## src/rtl/alu_seq_multiplier.sv

```systemverilog
// Sequential shift-add unsigned multiplier (MUL half of the ALU).
// One partial product per cycle; the result and ID are captured into the output
// registers on the first DONE cycle and held until the output stage acknowledges.
module alu_seq_multiplier #(
    parameter int unsigned DATA_SIZE = 16,
    parameter int unsigned ID_SIZE   = 8,
    parameter int unsigned MUL_WIDTH = 8,
    parameter int unsigned CNT_WIDTH = 4
) (
    input  logic                 clk,
    input  logic                 rst_n,
    input  logic                 m_valid_data,
    input  logic [MUL_WIDTH-1:0] a_in,
    input  logic [MUL_WIDTH-1:0] b_in,
    input  logic [ID_SIZE-1:0]   id_mul,
    output logic                 m_ready_data,
    output logic                 op_start,
    output logic [DATA_SIZE-1:0] mul_result,
    output logic [ID_SIZE-1:0]   mul_id,
    output logic                 mul_valid,
    input  logic                 mul_ack
);

    localparam logic [CNT_WIDTH-1:0] CNT_LAST = CNT_WIDTH'(MUL_WIDTH - 1);

    typedef enum logic [1:0] {
        S_IDLE = 2'd0,
        S_BUSY = 2'd1,
        S_DONE = 2'd2
    } state_t;

    state_t                 state;
    state_t                 state_next;
    logic                   accept;
    logic [MUL_WIDTH-1:0]   mcand;
    logic [MUL_WIDTH-1:0]   mplier;
    logic [DATA_SIZE-1:0]   acc;
    logic [CNT_WIDTH-1:0]   cnt;
    logic [ID_SIZE-1:0]     id_q;

    // State register
    always_ff @(posedge clk or negedge rst_n) begin
        if (!rst_n) begin
            state <= S_IDLE;
        end else begin
            state <= state_next;
        end
    end

    // Next-state logic; ack only counts once the result is actually presented
    always_comb begin
        state_next = state;
        accept     = 1'b0;
        case (state)
            S_IDLE: begin
                if (m_valid_data) begin
                    state_next = S_BUSY;
                    accept     = 1'b1;
                end
            end
            S_BUSY: begin
                if (cnt == CNT_LAST) begin
                    state_next = S_DONE;
                end
            end
            S_DONE: begin
                if (mul_valid && mul_ack) begin
                    state_next = S_IDLE;
                end
            end
            default: begin
                state_next = S_IDLE;
            end
        endcase
    end

    // Handshake outputs: ready mirrors the upcoming IDLE, op_start pulses after accept
    always_ff @(posedge clk or negedge rst_n) begin
        if (!rst_n) begin
            m_ready_data <= 1'b1;
            op_start     <= 1'b0;
        end else begin
            m_ready_data <= (state_next == S_IDLE);
            op_start     <= accept;
        end
    end

    // Operand latch, shift-add iteration and result capture/hold
    always_ff @(posedge clk or negedge rst_n) begin
        if (!rst_n) begin
            mcand      <= '0;
            mplier     <= '0;
            acc        <= '0;
            cnt        <= '0;
            id_q       <= '0;
            mul_result <= '0;
            mul_id     <= '0;
            mul_valid  <= 1'b0;
        end else begin
            case (state)
                S_IDLE: begin
                    if (accept) begin
                        mcand  <= a_in;
                        mplier <= b_in;
                        id_q   <= id_mul;
                        acc    <= '0;
                        cnt    <= '0;
                    end
                end
                S_BUSY: begin
                    if (mplier[0]) begin
                        acc <= acc + (DATA_SIZE'(mcand) << cnt);
                    end
                    mplier <= mplier >> 1;
                    cnt    <= cnt + CNT_WIDTH'(1);
                end
                S_DONE: begin
                    if (!mul_valid) begin
                        mul_result <= acc;
                        mul_id     <= id_q;
                        mul_valid  <= 1'b1;
                    end else if (mul_ack) begin
                        mul_valid <= 1'b0;
                    end
                end
                default: begin
                    mul_valid <= 1'b0;
                end
            endcase
        end
    end

endmodule

```

## config.mk

```make
export PLATFORM = sky130hd
export DESIGN_NAME = alu_seq_multiplier
export DESIGN_NICKNAME = d
export VERILOG_FILES = /design/src/rtl/alu_seq_multiplier.sv
export SDC_FILE = /design/constraint.sdc
export NUM_CORES = 1
export LEC_CHECK = 0
export CORE_MARGIN = 2
export CORE_UTILIZATION = 35
export CTS_CLUSTER_DIAMETER = 120
export DETAILED_ROUTE_END_ITERATION = 10
export HOLD_SLACK_MARGIN = 0.15
export PLACE_DENSITY = 0.55
export SLEW_MARGIN = 20
export SYNTH_ARGS = -nofsm -noshare
export SYNTH_HDL_FRONTEND = slang
export SYNTH_SLANG_ARGS = --single-unit
```

## constraint.sdc

```tcl
create_clock -name clk -period 2.7 [get_ports clk]
set_input_delay 0.675 -clock clk [delete_from_list [all_inputs] [get_ports clk]]
set_output_delay 0.675 -clock clk [all_outputs]
set_load 0.03 [all_outputs]
```

==> results of run 1 <==
[synthesized netlist by cell type (7+ instances only)]
master	number	area (µm²)
a21oi_1	17	85.1
a22oi_1	8	60.1
clkbuf_1	13	48.8
dfrtp_1	72	1800
ha_1	16	200
inv_1	7	26.3
mux2_2	28	315
mux2i_1	8	80.1
nand2_1	89	334
nand3_1	8	40.0
nor2_1	15	56.3
o21ai_0	33	165
[cells by family after synthesis]
logic type,count (synthesis)
simple gates,144
buf+inv,29
compound gates,95
mux,39
fa+ha+maj,17
xor+xnor,10
flops,73
[critical path, cell delays in order (launching register included)]
cell and delay [ns]:
dfrtp_1 0.41, buf_4 0.15, mux2_4 0.31, nor2_2 0.12, a21oi_2 0.05, a21o_1 0.19, nor2b_4 0.15, ha_4 0.18
a2111o_1 0.46, o2111ai_4 0.25, a21oi_2 0.08, or3_1 0.30, a32o_1 0.24
[placed cells by master, fill, tap and decap left out, types with 6 or more instances in the layout]
master	n
nand2_1	88
dfrtp_1	72
buf_4	69
clkdlybuf4s50_1	53
mux2_2	26
o21ai_0	24
nor2_1	12
ha_1	12
clkbuf_16	9
a21oi_2	8
nand3_1	8
a22oi_1	8
o21ai_1	8
a21oi_1	7
a21o_1	6
a22o_1	6
[worst max path at each step]
stage | startpoint | end | cells after the start
floorplan | cnt[0] | acc[12] | 10
global placement | cnt[0] | acc[11] | 14
detailed placement | cnt[0] | acc[11] | 14
CTS | cnt[0] | acc[12] | 10
global route | cnt[0] | acc[12] | 12
finish | cnt[0] | acc[12] | 12
[routing by layer]
| metal | part of all wire (%) | wire (µm) | track usage, % | up-vias |
|---|---|---|---|---|
| met5 | 0 | 0 | 0 | - |
| met2 | 48 | 5130 | 29.7 | 47 |
| met1 | 48 | 5090 | 24.2 | 1666 |
| met4 | 1.6 | 169 | 5.58 | 0 |
| met3 | 2.4 | 258 | 3.50 | 12 |
| li1 | - | - | - | 1697 |
[what timing repair did]
action	CTS	global route
endpoints found under the setup margin	10	11
setup buffers	9	4
gates resized for setup	18	46
endpoints found under the hold margin	0	0
pin swaps	10	23
[registers in the layout, indices dropped and copies added, names as in the netlist, 2 cells and up]
| name | cells |
|---|---|
| mul_result | 16 |
| state | 2 |
| mul_id | 8 |
| id_q | 8 |
| mcand | 8 |
| cnt | 4 |
| acc | 16 |
| mplier | 8 |
[stage by stage]
| stage | total power (W) | instances | setup WS [ns] |
|---|---|---|---|
| 2_1_floorplan | 0.00436 | 407 | -0.202 |
| 3_3_place_gp | 0.00599 | 646 | -0.373 |
| 3_5_place_dp | 0.00604 | 646 | -0.400 |
| 4_1_cts | 0.00754 | 671 | -0.315 |
| 5_1_grt | 0.00850 | 675 | -0.439 |
| 6_report | 0.00790 | 675 | -0.320 |
[area by class of cell]
type                    count  area share, %
clock inverters             4          0.902
clock buffers              12           4.23
flip-flops and latches     73           31.4
repair buffers            130           19.7
multi-input cells         305           40.1
inverters                   8          0.580
well taps                 143           3.07
[report_power, final]
| part | leakage (nW) | switching, W | internal, W | total [W] |
|---|---|---|---|---|
| combinational | 1.58 | 0.00237 | 0.00236 | 0.00474 |
| sequential | 0.939 | 0.000405 | 0.00156 | 0.00196 |
| clock | 0.147 | 0.000460 | 0.000743 | 0.00120 |
| total | 2.66 | 0.00324 | 0.00466 | 0.00790 |
==> flow_summary.ini, run 1 <==
[detailed_routing]
detail-route-antenna-nets = 0
vias_per_cell = 5.07
vias = 3422
wl_per_cell_um = 15.8
wl_mm = 10.7
route.detailed.drc = 0
first_iter_violations = 84
first_pass_iters = 4

[final_layout]
n_fill_cell = 1059
antennaDiodeCount = 0
fin_util_pct = 51.7
drive_gt1_share_pct = 32.9
regArea_um2 = 1830
design_area_um2 = 5830
fin_nets = 572
multiInputGateArea_um2 = 2340
syn_to_final_growth_pct = 45.9

[outcome]
status = complete, but fails checks
violations = negative setup slack

[setup_path]
r2r-start = cnt[0]
worstPathArrival_ns = 3.24
startpoint_type = register
reg2reg_to = acc[12]
endpoint_kind = register
crit_path_max_fanout = 4
r2r_setup_slack_ns = -0.32
worstPathRequired_ns = 2.92
r2r_cells = 12
setup.worst_path.class = register to register

[synth]
muxShareOfSynthArea_pct = 11.6
netlist_area_um2 = 3990
synthXorXnorAreaFrac_pct = 2.19
yosys_warnings = 0
synth_compound_area_share_pct = 15.8
yosysUniqueCellTypes = 58
synth_fa_ha_area_share_pct = 5.52
syn_nets = 452
syn_avg_cell_area_um2 = 9.81
ys_seq_elements = 73
synthSimpleGateAreaFrac_pct = 16.0
netlist_instances = 407
ys_async_sr_fraction_pct = 100
ys.flop_type = dfrtp_1
synth_edf_count = 0
ys_seq_area_share_pct = 45.8
synth_top_family_by_area = simple AND/OR/NAND/NOR gates

[placed_design]
io_buffer_count = 54
placed_area_um2 = 5150
dp_hpwl_mm = 7.73
gp_congestion = 0.855

[timing]
maxSlewViolCount = 0
fin_crit_ns = 3.02
period_share_pct = 112
max-slew-margin-rel_pct = 53.5
setup_violations = 9
hold-worst-slack_ns = 0.357
worstMarginPinSlew_ns = 0.698
clock_skew_ns = 0.00850
fin_tns_setup_ns = -1.66
max_freq_ghz = 0.331
rsz0062_at_grt = true
finalWorstSetupSlack_ns = -0.320
hold_viol = 0

[pwr]
powerDensity_nw_per_um2 = 1360
irDropWorstVdd_v = 0.000671
p_leak_nw = 2.66

[floorplan]
core-area_um2 = 11300
die_h_um = 111
rows = 39
io_pins = 55
die_width_um = 111
start_util_pct = 35.4
die-area_um2 = 12300

[clock_network]
hold_buffers = 0
clockBufferDepth = 2
clock_sinks = 73
cts.htree.levels = 3
clock_latency_ns = 0.33
numCtsBuffers = 9
cts-root-buf = clkbuf_16
path_clk_slew_ns = 0.06
cts_tree = yes

[job]
max-cap-violations = 0

[global_route]
grt_pass1_vias = 3608
grt_pass1_wl_mm = 18.0
grt-ovfl-total = 0
grtUsageTotal_pct = 18.1
grt_max_degree = 35
antenna_found_initial = 0

[worst_hold_path]
hp-class = primary input to async pin
Note: power is estimated with default switching activity, not from simulation.
==> run 2: changes to the inputs <==
--- a/config.mk
+++ b/config.mk
@@ -6,11 +6,11 @@
 export NUM_CORES = 1
 export LEC_CHECK = 0
 export CORE_MARGIN = 2
-export CORE_UTILIZATION = 35
+export CORE_UTILIZATION = 48
 export CTS_CLUSTER_DIAMETER = 120
 export DETAILED_ROUTE_END_ITERATION = 10
 export HOLD_SLACK_MARGIN = 0.15
-export PLACE_DENSITY = 0.55
+export PLACE_DENSITY = 0.72
 export SLEW_MARGIN = 20
 export SYNTH_ARGS = -nofsm -noshare
 export SYNTH_HDL_FRONTEND = slang
==> flow_summary.ini, run 2 (synthesis gave the netlist of run 1 again) <==
[outcome]
status = complete, but fails checks
violations = negative setup slack

[detailed_routing]
route.detailed.drc = 0
wl_per_cell_um = 15.9
vias = 3445
wl_mm = 10.1
vias_per_cell = 5.44
first_pass_iters = 5
first_iter_violations = 183
detail-route-antenna-nets = 0

[final_layout]
syn_to_final_growth_pct = 42.0
largestRegisters = acc: 16 flops, mul_result: 16 flops
fin_nets = 568
antennaDiodeCount = 0
drive_gt1_share_pct = 33.3
final_cell_mix = nand2_1 (88), dfrtp_1 (71), buf_4 (67)
final_common_cell = nand2_1
n_fill_cell = 590

[setup_path]
setup.worst_path.class = register to register
r2r-start = cnt[0]
worstPathRequired_ns = 2.94
r2r_cells = 10
worstPathArrival_ns = 3.29
endpoint_kind = register
reg2reg_to = acc[12]
r2r_setup_slack_ns = -0.34
crit_path_max_fanout = 6
startpoint_type = register

[clock_network]
cts_tree = yes
clock_sinks = 73
numCtsBuffers = 9
hold_buffers = 0
clock_latency_ns = 0.36
clockBufferDepth = 2
cts.htree.levels = 3
path_clk_slew_ns = 0.09
cts-root-buf = clkbuf_8

[floorplan]
rows = 33
io_pins = 55
start_util_pct = 49.1
die_width_um = 95.2
core-area_um2 = 8130
die_h_um = 95.2
die-area_um2 = 9060

[timing]
maxSlewViolCount = 0
period_share_pct = 113
hold_viol = 0
worstMarginPinSlew_ns = 0.474
finalWorstSetupSlack_ns = -0.342
setup_violations = 8
max-slew-margin-rel_pct = 68.0
fin_crit_ns = 3.04
hold-worst-slack_ns = 0.219
max_freq_ghz = 0.329
rsz0062_at_grt = true
clock_skew_ns = 0.0165

[global_route]
grt_pass1_vias = 3304
grt_pass1_wl_mm = 16.1
antenna_found_initial = 0
grtUsageTotal_pct = 23.0
grt-ovfl-total = 0
grt_max_degree = 40

[pwr]
powerDensity_nw_per_um2 = 1350
p_leak_nw = 2.60
irDropWorstVdd_v = 0.000618

[placed_design]
gp_congestion = 0.898
io_buffer_count = 54
pre_cts_ws_ns = -0.297
dp_hpwl_mm = 7.08

[job]
max-cap-violations = 0

[worst_hold_path]
hp-class = primary input to async pin
## run 2: metal layers
layer	share of wire, %	wire [µm]	up-vias	track usage [%]
met1	46	4640	1678	30.9
met2	50	5020	74	38.2
li1	-	-	1680	-
met5	0	0	-	0
met3	3.1	308	13	3.87
met4	1.2	123	0	7.00
## run 2: worst max path at each step
stage	depth (start not counted)	slack [ns]	start	end
after global placement	12	-0.25	cnt[0]	acc[15]
after detailed placement	10	-0.30	cnt[0]	acc[12]
after CTS	10	-0.27	cnt[0]	acc[12]
after floorplan	10	-0.20	cnt[0]	acc[12]
after global routing	10	-0.44	cnt[0]	acc[12]
final	10	-0.34	cnt[0]	acc[12]
## run 2: worst max-delay path, cell delays in order (launching register included)
cell and delay (ns):
dfrtp_1 0.38, buf_12 0.13, mux4_2 0.54, mux2i_4 0.18
nor2_1 0.07, ha_1 0.32, a2111o_1 0.42, o2111ai_2 0.24
a21oi_2 0.09, or3_1 0.32, a32o_1 0.25
## run 2: final cells by class
type / count / area [µm²] / share of cell area (%)
clock buffers: 10 / 138 / 2.43
clock inverters: 6 / 67.6 / 1.19
inverters: 8 / 30.0 / 0.530
multi-input cells: 305 / 2360 / 41.6
flip-flops and latches: 73 / 1830 / 32.3
well taps: 105 / 131 / 2.32
repair buffers: 126 / 1120 / 19.7
## run 2: where the power goes
part           switching (W)  total [W]  internal (W)
Combinational        0.00245    0.00484       0.00239
Sequential          0.000344    0.00190       0.00156
Clock               0.000440   0.000893      0.000453
## run 2: metrics by stage
stage / TNS [ns] / cells / cell area, µm² / total power, W / utilization [%]
after global routing: -2.46 / 633 / 5670 / 0.00814 / 69.7
after global placement: -1.00 / 608 / 5100 / 0.00587 / 62.7
after detailed placement: -1.30 / 608 / 5100 / 0.00596 / 62.7
after floorplan: -0.392 / 407 / 4020 / 0.00436 / -
final: -1.38 / 633 / 5670 / 0.00763 / 69.7
after CTS: -1.01 / 630 / 5530 / 0.00729 / 67.9
## run 2: timing repair
action,in CTS,in global routing
pin swaps,19,16
resized for setup,42,25
endpoints found under the hold margin,0,0
buffers inserted,6,4
endpoints found under the setup margin,9,10
==> run 3: changes to the inputs <==
--- a/config.mk
+++ b/config.mk
@@ -9,6 +9,7 @@
 export CORE_UTILIZATION = 48
 export CTS_CLUSTER_DIAMETER = 120
 export DETAILED_ROUTE_END_ITERATION = 10
+export GPL_ROUTABILITY_DRIVEN = 0
 export HOLD_SLACK_MARGIN = 0.15
 export PLACE_DENSITY = 0.72
 export SLEW_MARGIN = 20
==> flow_summary.ini, run 3 (synthesis gave the netlist of run 1 again) <==
[detailed_routing]
wl_mm = 10.4
wl_per_cell_um = 16.5
route.detailed.drc = 0
first_iter_violations = 261
detail-route-antenna-nets = 0
vias_per_cell = 5.55
first_pass_iters = 5
vias = 3492

[final_layout]
fin_util_pct = 69.5
n_fill_cell = 563
antennaDiodeCount = 0
largestRegisters = acc: 16 flops, mul_result: 16 flops
multiInputGateArea_um2 = 2350
syn_to_final_growth_pct = 41.6
regArea_um2 = 1830
fin_nets = 564
drive_gt1_share_pct = 32.6
final_cell_mix = nand2_1 (88), dfrtp_1 (71), buf_4 (64)
final_common_cell = nand2_1

[clock_network]
cts_tree = yes
clock_latency_ns = 0.36
hold_buffers = 0
clockBufferDepth = 2
path_clk_slew_ns = 0.09
cts-root-buf = clkbuf_8
clock_sinks = 73
numCtsBuffers = 9
cts.htree.levels = 3

[floorplan]
rows = 33
die_width_um = 95.2
die_h_um = 95.2
die-area_um2 = 9060
io_pins = 55
start_util_pct = 49.1
core-area_um2 = 8130

[timing]
hold-worst-slack_ns = 0.332
fin_crit_ns = 3.15
max-slew-margin-rel_pct = 69.3
max_freq_ghz = 0.318
clock_skew_ns = 0.0145
finalWorstSetupSlack_ns = -0.448
hold_viol = 0
period_share_pct = 117
worstMarginPinSlew_ns = 0.459
rsz0062_at_grt = true
setup_violations = 8
maxSlewViolCount = 0

[outcome]
status = complete, but fails checks
violations = negative setup slack

[placed_design]
io_buffer_count = 54
dp_hpwl_mm = 6.70

[setup_path]
crit_path_max_fanout = 6
worstPathRequired_ns = 2.95
critPathMaxStageDelay_ns = 0.55
r2r_setup_slack_ns = -0.45
setup.worst_path.class = register to register
startpoint_type = register
r2r_cells = 10
worstPathCellList = buf_12, mux4_2, mux2i_4, nor2_1, ha_1, a2111o_1, o2111ai_2, a21oi_2, or3_1, a32o_1
endpoint_kind = register
reg2reg_to = acc[12]
worstPathArrival_ns = 3.39
r2r-start = cnt[0]
cp_slowest_cell = mux4_2

[global_route]
grtUsageTotal_pct = 23.9
grt-ovfl-total = 0
grt_pass1_wl_mm = 16.9
grt_max_degree = 74
antenna_found_initial = 0
grt_pass1_vias = 3492

[worst_hold_path]
hp-class = primary input to async pin

[pwr]
irDropWorstVdd_v = 0.000536
p_leak_nw = 2.58
powerDensity_nw_per_um2 = 1380

[job]
max-cap-violations = 0
==> run 3: cell types whose count changed in the layout (fill, tap and decap cells not counted), moves of 2 or more <==
cell      change
nor2_1        -3
inv_8         +2
a21oi_1       +2
nor2_4        +2
ha_2          -2
clkinv_4      -2
mux2i_1       -2
inv_6         +2
ha_1          +2
buf_4         -3
==> run 3: worst max path at each step <==
| stage | start | to | slack, ns | cells after the start |
|---|---|---|---|---|
| CTS | cnt[0] | acc[12] | -0.31 | 10 |
| finish | cnt[0] | acc[12] | -0.45 | 10 |
| detailed placement | cnt[0] | acc[15] | -0.35 | 12 |
| floorplan | cnt[0] | acc[12] | -0.20 | 10 |
| global placement | cnt[0] | acc[15] | -0.26 | 12 |
| global route | cnt[0] | acc[12] | -0.48 | 10 |
==> run 3: worst max-delay path, delay by kind of cell, from the launching register on <==
| kind | cells | cell delay (ns) |
|---|---|---|
| buffers and inverters | 1 | 0.15 |
| DFF | 1 | 0.42 |
| adders and majority gates | 1 | 0.31 |
| AOI/OAI and AO/OA | 4 | 1.03 |
| muxes | 2 | 0.73 |
| and+or+nand+nor | 2 | 0.41 |
==> run 3: routing by layer <==
metal,GRT usage [%],vias up,wire length [µm]
li1,-,1672,-
met1,31.1,1690,4620
met2,38.8,100,4970
met3,5.22,30,460
met4,9.54,0,308
met5,0,-,0
==> run 3: final cells by class <==
class                   instances  share of cell area [%]
clock buffers                   9                    2.19
multi-input cells             305                    41.5
flip-flops and latches         73                    32.3
clock inverters                 7                    1.90
repair buffers                122                    19.2
inverters                       8                   0.531
well taps                     105                    2.32
==> run 3: per-stage QoR <==
stage                     TNS (ns)  setup slack, ns  power, W  cell area [µm²]  std cells
after floorplan             -0.392           -0.202   0.00436             4020        407
after global placement      -0.957           -0.255   0.00581             5060        603
after detailed placement     -1.49           -0.348   0.00593             5060        603
after CTS                    -1.83           -0.312   0.00744             5540        628
after global routing         -2.69           -0.479   0.00828             5660        629
final                        -1.79           -0.448   0.00779             5660        629
==> run 3: what timing repair did <==
item,4_1_cts,5_1_grt
endpoints found under the setup margin,10,12
pin swaps,20,19
gates cloned,1,0
resized for setup,35,28
buffers inserted,8,5
==> run 3: power breakdown <==
part	switching [W]	leakage, nW	internal (W)	total (W)
combinational	0.00251	1.53	0.00237	0.00488
clock	0.000466	0.114	0.000539	0.00101
sequential	0.000352	0.938	0.00155	0.00191
